## src/rtl/storage_port_arbiter.sv

```systemverilog
// Round-robin arbiter sharing the single Matrix_Storage read/write port among N_REQ requesters.
// One owner at a time; reads are tagged through a READ_LAT pipe and returned to the issuer.
module storage_port_arbiter #(
    parameter int unsigned N_REQ      = 3,
    parameter int unsigned ADDR_W     = 8,
    parameter int unsigned DATA_W     = 32,
    parameter int unsigned READ_LAT   = 2,
    parameter int unsigned HOLD_LIMIT = 1024
) (
    input  logic                     clk,
    input  logic                     rst_n,
    input  logic [N_REQ-1:0]         i_req,
    input  logic [N_REQ-1:0]         i_release,
    output logic [N_REQ-1:0]         o_grant,
    input  logic [N_REQ-1:0]         i_rd_en,
    input  logic [N_REQ*ADDR_W-1:0]  i_rd_addr,
    input  logic [N_REQ-1:0]         i_we,
    input  logic [N_REQ*ADDR_W-1:0]  i_waddr,
    input  logic [N_REQ*DATA_W-1:0]  i_wdata,
    output logic [ADDR_W-1:0]        o_mem_raddr,
    input  logic [DATA_W-1:0]        i_mem_rdata,
    output logic                     o_mem_we,
    output logic [ADDR_W-1:0]        o_mem_waddr,
    output logic [DATA_W-1:0]        o_mem_wdata,
    output logic [DATA_W-1:0]        o_rdata,
    output logic [N_REQ-1:0]         o_rvalid,
    output logic [1:0]               o_owner,
    output logic                     o_busy,
    output logic                     o_timeout
);

    localparam int unsigned HC_W = (HOLD_LIMIT > 1) ? $clog2(HOLD_LIMIT) : 1;
    localparam int unsigned DC_W = (READ_LAT > 1) ? $clog2(READ_LAT) : 1;
    localparam logic [1:0]       LAST_IDX = 2'(N_REQ - 1);
    localparam logic [N_REQ-1:0] ONE_HOT0 = N_REQ'(1);

    typedef enum logic [1:0] {S_IDLE, S_GRANT, S_DRAIN} state_t;

    state_t             state, state_nx;
    logic [1:0]         ptr;
    logic [1:0]         win_idx;
    logic               win_any;
    logic               own_req, own_rel, own_we, own_rd;
    logic [ADDR_W-1:0]  own_waddr, own_raddr;
    logic [DATA_W-1:0]  own_wdata;
    logic               hold_hit, leave, forced;
    logic               fwd_we, fwd_rd;
    logic [HC_W-1:0]    hold_cnt;
    logic [DC_W-1:0]    drain_cnt;
    logic [READ_LAT-1:0] tag_v;
    logic [1:0]         tag_o [READ_LAT];
    logic [N_REQ-1:0]   rv_nx;

    always_comb begin
        own_req   = 1'b0;
        own_rel   = 1'b0;
        own_we    = 1'b0;
        own_rd    = 1'b0;
        own_waddr = '0;
        own_raddr = '0;
        own_wdata = '0;
        for (int unsigned k = 0; k < N_REQ; k++) begin
            if (o_owner == 2'(k)) begin
                own_req   = i_req[k];
                own_rel   = i_release[k];
                own_we    = i_we[k];
                own_rd    = i_rd_en[k];
                own_waddr = i_waddr[k*ADDR_W +: ADDR_W];
                own_raddr = i_rd_addr[k*ADDR_W +: ADDR_W];
                own_wdata = i_wdata[k*DATA_W +: DATA_W];
            end
        end
    end

    // Lowest requester overall, then overridden by the lowest one at/after ptr: circular priority.
    always_comb begin
        win_any = |i_req;
        win_idx = '0;
        for (int unsigned k = N_REQ; k > 0; k--) begin
            if (i_req[k-1]) win_idx = 2'(k - 1);
        end
        for (int unsigned k = N_REQ; k > 0; k--) begin
            if (i_req[k-1] && (2'(k - 1) >= ptr)) win_idx = 2'(k - 1);
        end
    end

    always_comb begin
        state_nx = state;
        leave    = 1'b0;
        forced   = 1'b0;
        hold_hit = (HOLD_LIMIT != 0) && (hold_cnt == HC_W'(HOLD_LIMIT - 1));
        case (state)
            S_IDLE: begin
                if (win_any) state_nx = S_GRANT;
            end
            S_GRANT: begin
                leave  = own_rel | ~own_req | hold_hit;
                forced = hold_hit & own_req & ~own_rel;
                if (leave) state_nx = S_DRAIN;
            end
            S_DRAIN: begin
                if (drain_cnt == DC_W'(READ_LAT - 1)) state_nx = S_IDLE;
            end
            default: state_nx = S_IDLE;
        endcase
    end

    assign fwd_we = (state == S_GRANT) & own_we;
    assign fwd_rd = (state == S_GRANT) & own_rd;
    assign o_busy = (state != S_IDLE);

    always_comb begin
        rv_nx = '0;
        for (int unsigned k = 0; k < N_REQ; k++) begin
            rv_nx[k] = tag_v[READ_LAT-1] && (tag_o[READ_LAT-1] == 2'(k));
        end
    end

    always_ff @(posedge clk or negedge rst_n) begin
        if (!rst_n) state <= S_IDLE;
        else        state <= state_nx;
    end

    always_ff @(posedge clk or negedge rst_n) begin
        if (!rst_n) begin
            o_grant     <= '0;
            o_owner     <= '0;
            ptr         <= '0;
            hold_cnt    <= '0;
            drain_cnt   <= '0;
            o_mem_we    <= 1'b0;
            o_mem_waddr <= '0;
            o_mem_wdata <= '0;
            o_mem_raddr <= '0;
            o_rdata     <= '0;
            o_rvalid    <= '0;
            o_timeout   <= 1'b0;
            tag_v       <= '0;
            for (int unsigned i = 0; i < READ_LAT; i++) tag_o[i] <= '0;
        end else begin
            o_mem_we  <= fwd_we;
            o_timeout <= forced;
            if (fwd_we) begin
                o_mem_waddr <= own_waddr;
                o_mem_wdata <= own_wdata;
            end
            if (fwd_rd) o_mem_raddr <= own_raddr;

            case (state)
                S_IDLE: begin
                    if (win_any) begin
                        o_grant  <= ONE_HOT0 << win_idx;
                        o_owner  <= win_idx;
                        hold_cnt <= '0;
                    end
                end
                S_GRANT: begin
                    hold_cnt <= hold_cnt + 1'b1;
                    if (leave) begin
                        o_grant   <= '0;
                        drain_cnt <= '0;
                        ptr       <= (o_owner == LAST_IDX) ? 2'd0 : o_owner + 2'd1;
                    end
                end
                S_DRAIN: drain_cnt <= drain_cnt + 1'b1;
                default: ;
            endcase

            // Tag enters with the address register edge and exits READ_LAT edges later.
            tag_v[0] <= fwd_rd;
            tag_o[0] <= o_owner;
            for (int unsigned i = 1; i < READ_LAT; i++) begin
                tag_v[i] <= tag_v[i-1];
                tag_o[i] <= tag_o[i-1];
            end
            o_rvalid <= rv_nx;
            if (tag_v[READ_LAT-1]) o_rdata <= i_mem_rdata;
        end
    end

endmodule

```

## config.mk

```make
export PLATFORM = sky130hd
export DESIGN_NAME = storage_port_arbiter
export DESIGN_NICKNAME = d
export VERILOG_FILES = /design/src/rtl/storage_port_arbiter.sv
export SDC_FILE = /design/constraint.sdc
export NUM_CORES = 1
export LEC_CHECK = 0
export ABC_AREA = 1
export CELL_PAD_IN_SITES_DETAIL_PLACEMENT = 0
export CELL_PAD_IN_SITES_GLOBAL_PLACEMENT = 2
export CORE_MARGIN = 8
export CORE_UTILIZATION = 22
export CTS_CLUSTER_DIAMETER = 150
export DETAILED_ROUTE_END_ITERATION = 10
export GPL_TIMING_DRIVEN = 0
export PLACE_DENSITY = 0.86
export RECOVER_POWER = 50
export SYNTH_ARGS = -nofsm -noshare
export SYNTH_HDL_FRONTEND = slang
export SYNTH_SLANG_ARGS = --single-unit
```

## constraint.sdc

```tcl
create_clock -name clk -period 2.8 [get_ports clk]
set_input_delay 0.84 -clock clk [delete_from_list [all_inputs] [get_ports clk]]
set_output_delay 0.84 -clock clk [all_outputs]
set_load 0.01 [all_outputs]
```

## Yosys cells after proc, flatten, opt, wreduce, memory -nomap -nowiden

Index checks and enable logic that the tools add are counted.

| operators by class | value |
|---|---|
| add/subtract/negate cells | 3 |
| magnitude comparators | 3 |
| equality and inequality tests | 11 |
| shift operators | 1 |
| muxes and demuxes | 41 |
| bitwise gates (word level) | 8 |
| reductions and logical operators | 19 |

Operators with widths:

| cell | number |
|---|---|
| $mux 32 | 3 |
| $mux 8 | 6 |
| $mux 2 | 10 |
| $pmux 10 s2 | 1 |
| $mux 1 | 15 |
| $add 10x1->10 const B | 1 |
| $eq 10x10->1 const B | 1 |
| $mux 10 | 1 |
| $ne 2x2->1 const B | 4 |
| $reduce_and 2->1 | 4 |
| $eq 2x1->1 const B | 3 |
| $eq 2x2->1 const B | 3 |
| $logic_and 1x1->1 | 6 |
| $logic_not 2->1 | 3 |
| $mux 3 | 2 |
| $pmux 2 s3 | 1 |
| $pmux 3 s2 | 1 |
| $reduce_and 3->1 | 2 |
| $reduce_bool 2->1 | 3 |
| $and 1x1->1 | 4 |
| $ge 1x2->1 const A | 2 |
| $reduce_or 3->1 | 1 |
| $shl 1x2->3 const A | 1 |
| $add 2x1->2 const B | 1 |
| 5 further kinds | 7 |

| word-level totals | value |
|---|---|
| register bits | 111 |
| bits of input ports | 190 |
| output and inout bits | 91 |

## Depth between registers and ports, before layout

Gate-level depths: netlist of the first run.

| depth | value |
|---|---|
| depth after elaboration | 10 |
| mapped depth | 10 |

## Least setup slack after synthesis of the first run

Ideal clock, no wire load.

| path | value |
|---|---|
| kind | input port to flip-flop |
| from | input port i_req[1] |
| to | register hold_cnt[7] |
| setup time | 113 ps |
| data arrival time | 1568 ps |
| setup slack | 1119 ps |
| stages | 7 |
| path buffers | 0 |
| cell sequence | nor2_1 -> a21oi_2 -> clkinv_1 -> nand2_1 -> nand2_1 -> nand2_1 -> inv_1 |

| between the ends | value |
|---|---|
| longest elaborated chain between the ends | 3 |

Ends and longest elaborated chain:

| element | RTL line | text |
|---|---|---|
| start, declared | 12 | `input logic [N_REQ-1:0] i_req,` |
| $reduce_or 3->1 | 77 | `win_any = \|i_req;` |
| $ne 2x2->1 (no line) | - |  |
| $reduce_and 2->1 (no line) | - |  |
| end signal, assigned | 158 | `hold_cnt <= hold_cnt + 1'b1;` |
| end, declared | 48 | `logic [HC_W-1:0] hold_cnt;` |

No other way between the ends.
A chain may end at the register's enable or synchronous reset.

## Worst setup path after layout of the first run

| path | value |
|---|---|
| from | register o_owner[1] |
| to | output port o_owner[1] |

RTL lines:

| element | RTL line | text |
|---|---|---|
| start, declared | 27 | `output logic [1:0] o_owner,` |
| start signal, assigned | 153 | `o_owner <= win_idx;` |

No word-level cell between the ends.

==> flow_summary.yaml, run 1 <==
final_layout:
  num-nets-final: 1205
  instances_no_fill: 1338
  areaGrowthSynthToFinish_pct: 66.6
  drive_gt1_share_pct: 4.12
  antenna_cells: 0
  fill_cells: 2537
  fin_area_mm2: 0.00879
timing:
  clock_skew_ns: 0.0133
  slew_violations: 0
  tightest_slew_ns: 1.38
  relSlewSlack_pct: 8.18
  fin_crit_sh_pct: 83.9
  min_period_ns: 2.35
  hold_viol_final: 0
  rsz0062_at_grt: "no"
  fmax_mhz: 426
  finalSetupViolCount: 0
  setup_ws_ns: 0.452
place:
  place_ws_ns: 0.128
  place.gp.congestion: 0.814
  hpwl_um: 17200
  placed_cells_incl_taps: 1322
  place.port_buffers: 280
  dpl-instance-area_mm2: 0.00851
detailed_routing:
  antenna_left: 0
  wl_um: 21700
  wl_per_cell_um: 16.3
  drc: 0
  drt_iter0_drc: 274
  drt_pass1_iterations: 4
  vias_per_cell: 4.14
  route.vias.total: 5533
outcome:
  status: "finished, final reports clean"
critical_path:
  cpMaxStageDelayCell: "clkdlybuf4s50_1"
  path_max_fanout: 5
  arrival_ns: 1.51
  reg2reg_slack_ns: 0.60
  start_kind: "flip-flop"
  cp-end-kind: "primary output"
  r2r_cells: 6
  cpLargestDelayFamily: "buffers and inverters"
  critPathRequiredTime_ns: 1.96
  crit_chain: "clkdlybuf4s50_1"
  critPathMaxStageDelay_ns: 0.63
  crit_type: "flip-flop to primary output"
  crit_buf_inv: 1
  r2r-start: "o_owner[1]"
  rr_endpoint: "o_mem_raddr[0]"
yosys:
  synthesis.nets: 913
  yosys.area_share.simple_pct: 40.5
  async_reset_ff_share_pct: 100
  synth-seq-cells: 111
  ys_seq_area_share_pct: 52.6
  synth.distinct_cells: 25
  synthMostInstantiatedCell: "nand2_1"
  synth_compound_area_share_pct: 1.83
  synth_edf_count: 0
  ys_warn_count: 0
  syn-cell-area_mm2: 0.00528
  yosysTopAreaCell: "dfrtp_1"
  syn_avg_cell_area_um2: 7.31
  synth-main-ff-cell: "dfrtp_1"
  synth_fa_ha_area_share_pct: 0.237
  synthTopCellsByArea: "dfrtp_1, nand2_1, nand3_1, inv_1, nor2_1"
  yosys-mux-area-fraction_pct: 0
  synth_common_cells: "nand2_1, dfrtp_1, nand3_1"
  synthCells: 722
  synth_top_cell_area_share_pct: 52.6
  synthXorXnorAreaFrac_pct: 0.166
  synth_top_family_by_area: "simple AND/OR/NAND/NOR gates"
floorplanning:
  die_h_um: 171
  io_pins: 281
  start_util_pct: 22.4
  dieArea_mm2: 0.0292
  coreArea_mm2: 0.0235
  die_w_um: 171
  num_rows: 56
cts:
  post-cts-setup-buffers: 0
  hold_buffers: 0
  cts_buffers: 9
  numClockSinks: 111
  cts_max_level: 3
  clkTransAtPathRegs_ns: 0.08
  insertion_delay_ns: 0.36
  clockRootBuffer: "clkbuf_16"
  cts_tree: "built"
  cts_resized: 0
  clock_path_buffers: 2
worst_hold_path:
  worstHoldStart: "tag_v[0]"
  hold_path.class: "flip-flop to flip-flop"
  hold_depth: 0
  min_delay_worst_endpoint: "tag_v[1]"
global_route:
  grt_pass1_wl_um: 32700
  grt_pass1_vias: 5700
  antenna_found_initial: 0
  grt_max_degree: 62
  track_usage_pct: 14.5
  overflow: 0
pwr:
  p_per_area_mw_per_mm2: 963
  peakVddDrop_uv: 413
  p_leak_nw: 4.14
job:
  max_cap_violations: 0
==> per-layer routing <==
| metal | track usage [%] | wire length (µm) |
|---|---|---|
| met1 | 18.1 | 9630 |
| met4 | 4.88 | 467 |
| met2 | 24.1 | 10200 |
| met5 | 0 | 0 |
| met3 | 3.78 | 1480 |
==> kinds of logic after synthesis <==
kind of cell	after synthesis
and+or+nand+nor	535
adders and majority gates	1
DFF	111
AOI/OAI and AO/OA	18
buffers and inverters	56
xor gates and xnor gates	1
==> flip-flops by register name, indices dropped and copies added, names as in the netlist <==
signal / flops
tag_o: 4
state: 2
o_mem_waddr: 8
o_grant: 3
o_timeout: 1
o_mem_wdata: 32
ptr: 2
o_mem_raddr: 8
tag_v: 2
o_rdata: 32
hold_cnt: 10
o_mem_we: 1
o_owner: 2
o_rvalid: 3
drain_cnt: 1
==> through the flow <==
stage / hold slack (ns) / power, mW / utilization (%) / setup TNS, ns
CTS: 0.354 / 8.66 / 37.4 / 0
finish: 0.351 / 8.47 / 37.3 / 0
global route: 0.374 / 9.21 / 37.3 / 0
floorplan: 0.331 / 4.88 / - / 0
global placement: 0.331 / 7.31 / 36.0 / -420.90
detailed placement: 0.335 / 7.31 / 36.1 / 0
==> worst max path at each step <==
stage	to	startpoint	depth (start not counted)
2_1_floorplan	hold_cnt[7]	i_req[1]	7
3_3_place_gp	o_mem_wdata[16]	rst_n	1
3_5_place_dp	hold_cnt[3]	i_req[1]	6
4_1_cts	o_owner[1]	o_owner[1]	1
5_1_grt	hold_cnt[4]	i_req[2]	6
6_report	o_owner[1]	o_owner[1]	1
==> power breakdown <==
group / total (mW) / leakage (nW) / switching, mW / internal [mW]
Clock: 1.29 / 0.141 / 0.627 / 0.666
Sequential: 2.67 / 1.42 / 0.392 / 2.28
Combinational: 4.50 / 2.59 / 2.51 / 1.99
Total: 8.47 / 4.14 / 3.53 / 4.94
==> layout make-up <==
class                   instances  area (µm²)  share of cell area [%]
repair buffers                281        2830                    32.1
flip-flops and latches        111        2780                    31.6
multi-input cells             555        2250                    25.6
well taps                     319         399                    4.54
clock buffers                  12         256                    2.92
plain buffers                  31         150                    1.71
inverters                      25        93.8                    1.07
clock inverters                 4        36.3                   0.413
==> placed cells by master (no fill, tap or decap), drive strengths merged <==
| cell | n |
|---|---|
| nand4 | 2 |
| o21ai | 11 |
| o22ai | 2 |
| inv | 23 |
| clkinv | 5 |
| nor2 | 19 |
| nand3b | 1 |
| buf | 21 |
| clkinvlp | 1 |
| xor2 | 1 |
| nand3 | 67 |
| nand2 | 440 |
| clkdlybuf4s50 | 278 |
| dfrtp | 111 |
| nor3 | 4 |
| ha | 1 |
| a21oi | 5 |
| or2 | 1 |
| nor3b | 1 |
| dlygate4sd3 | 1 |
| clkbuf | 24 |
No activity file was read; power rests on OpenSTA's default activity.
==> run 2, diff against run 1 <==
--- a/config.mk
+++ b/config.mk
@@ -9,11 +9,11 @@
 export CELL_PAD_IN_SITES_DETAIL_PLACEMENT = 0
 export CELL_PAD_IN_SITES_GLOBAL_PLACEMENT = 2
 export CORE_MARGIN = 8
-export CORE_UTILIZATION = 22
+export CORE_UTILIZATION = 18
 export CTS_CLUSTER_DIAMETER = 150
 export DETAILED_ROUTE_END_ITERATION = 10
 export GPL_TIMING_DRIVEN = 0
-export PLACE_DENSITY = 0.86
+export PLACE_DENSITY = 0.75
 export RECOVER_POWER = 50
 export SYNTH_ARGS = -nofsm -noshare
 export SYNTH_HDL_FRONTEND = slang
==> constraint.sdc (replaced) <==
create_clock -name clk -period 2.1 [get_ports clk]
set_input_delay 0.63 -clock clk [delete_from_list [all_inputs] [get_ports clk]]
set_output_delay 0.63 -clock clk [all_outputs]
set_load 0.01 [all_outputs]
==> run 2 against run 1 <==
Against the previous run:
- the run now ends with max-capacitance violations, max-slew violations left
- core utilization decreased by 6.3 points
- via count increased by 0.78%
- sequential power increased by 33%
- routed wire length increased by 5.2%
- non-clock buffer count increased by 3
- setup slack got worse by 0.34 ns
- largest cell class unchanged
==> flow_summary.yaml, run 2 (synthesis results as in run 1) <==
cts:
  cts_buffers: 9
  clkTransAtPathRegs_ns: 0.09
  numClockSinks: 111
  clockRootBuffer: "clkbuf_16"
  clock_path_buffers: 2
  insertion_delay_ns: 0.36
  cts_max_level: 3
  hold_buffers: 0
  cts_tree: "built"
timing:
  clock_skew_ns: 0.0175
  hold_viol_final: 0
  fin_crit_sh_pct: 94.5
  finalSetupViolCount: 0
  setup_ws_ns: 0.115
  fin_setup_tns_ns: 0
  min_period_ns: 1.98
  rsz0062_at_grt: "no"
  slew_violations: 54
  fmax_mhz: 504
  relSlewSlack_pct: -0.532
  tightest_slew_ns: 1.51
global_route:
  track_usage_pct: 12.9
  overflow: 0
  grt_pass1_wl_um: 35500
  grt_pass1_vias: 5782
  antenna_found_initial: 3
  grt_max_degree: 58
outcome:
  status: "finished, violations left"
  violations: "max-capacitance violations, max-slew violations"
final_layout:
  seq_area_mm2: 0.00278
  drive_gt1_share_pct: 4.79
  fin_area_mm2: 0.00892
  mostFrequentLayoutCell: "nand2_1"
  reg_top3: "o_mem_wdata (32), o_rdata (32), hold_cnt (10)"
  multiInputGateArea_mm2: 0.00226
  fill_cells: 3122
  areaGrowthSynthToFinish_pct: 69.1
  final_cell_mix: "nand2_1, clkdlybuf4s50_1, dfrtp_1"
  antenna_cells: 0
  num-nets-final: 1208
place:
  hpwl_um: 17900
  place.gp.congestion: 0.726
  place.port_buffers: 280
  dpl-instance-area_mm2: 0.00859
  place_ws_ns: -0.433
pwr:
  p_leak_nw: 4.18
  p_per_area_mw_per_mm2: 1290
  power_mw: 11.5
  peakVddDrop_uv: 413
floorplanning:
  coreArea_mm2: 0.0288
  start_util_pct: 18.3
  io_pins: 281
  num_rows: 62
  dieArea_mm2: 0.0350
  die_w_um: 187
  die_h_um: 187
critical_path:
  reg2reg_slack_ns: 0.28
  crit_buf_inv: 1
  crit_type: "flip-flop to primary output"
  r2r_cells: 7
  arrival_ns: 1.35
  cpMaxStageDelayCell: "clkdlybuf4s50_1"
  start_kind: "flip-flop"
  crit_chain: "clkdlybuf4s50_1"
  path_max_fanout: 3
  cp-end-kind: "primary output"
  critPathRequiredTime_ns: 1.47
  r2r-start: "o_owner[1]"
  rr_endpoint: "o_mem_wdata[17]"
  critPathMaxStageDelay_ns: 0.58
  crit_start: "o_owner[1]"
  cpLargestDelayFamily: "buffers and inverters"
detailed_routing:
  wl_um: 22900
  vias_per_cell: 3.97
  antenna_left: 0
  drc: 0
  route.vias.total: 5576
  drt_pass1_iterations: 5
  drt_iter0_drc: 234
  wl_per_cell_um: 16.3
worst_hold_path:
  min_delay_worst_endpoint: "tag_o[0]"
  hold_path.class: "flip-flop to flip-flop"
  hold_depth: 0
  worstHoldStart: "tag_o[2]"
job:
  max_cap_violations: 1
==> run 2: per-stage QoR <==
stage	hold WS, ns	utilization [%]	cells
floorplan	0.331	-	722
global placement	0.337	29.7	1386
detailed placement	0.337	29.8	1387
CTS	0.238	31.0	1406
global route	0.373	31.0	1406
finish	0.355	31.0	1406
==> run 2: timing repair <==
action                                  CTS  global route
buffers inserted                          3             0
gates cloned                              0             0
resized for setup                         5             3
endpoints found under the setup margin    7            21
==> run 2: cell type report <==
class | instances | area share (%)
sequential | 111 | 31.2
clock buffer | 9 | 2.52
inverter | 25 | 1.07
timing repair buffer | 284 | 31.8
buffer | 31 | 1.70
tap | 384 | 5.38
clock inverter | 7 | 1.02
multi-input combinational | 555 | 25.3
==> run 2: routing by layer <==
metal  track usage [%]  up-vias  routed length, µm
met5                 0        -                 37
met4              3.85        6                378
met3              2.95       21               1110
met2              22.4      153              11300
met1              15.6     2569              10000
li1                  -     2827                  -
==> run 2: where the power goes <==
group / internal, mW / switching (mW)
Clock: 0.867 / 0.963
Sequential: 3.04 / 0.500
Combinational: 2.68 / 3.43
==> run 2: worst register-to-register path, stage by stage, from the launching register on <==
cell     delay [ns]
dfrtp_2        0.44
buf_4          0.16
nor2_4         0.26
buf_1          0.54
nand2_1        0.11
nand3_1        0.13
nand2_1        0.06
nand2_1        0.06
==> run 2: worst max-delay path by stage <==
stage,end,slack [ns],depth (start not counted)
floorplan,hold_cnt[7],0.63,7
global placement,o_owner[0],-4.61,1
detailed placement,hold_cnt[4],-0.43,6
CTS,o_mem_wdata[9],0.08,8
global route,hold_cnt[0],0.01,6
finish,o_owner[1],0.12,1
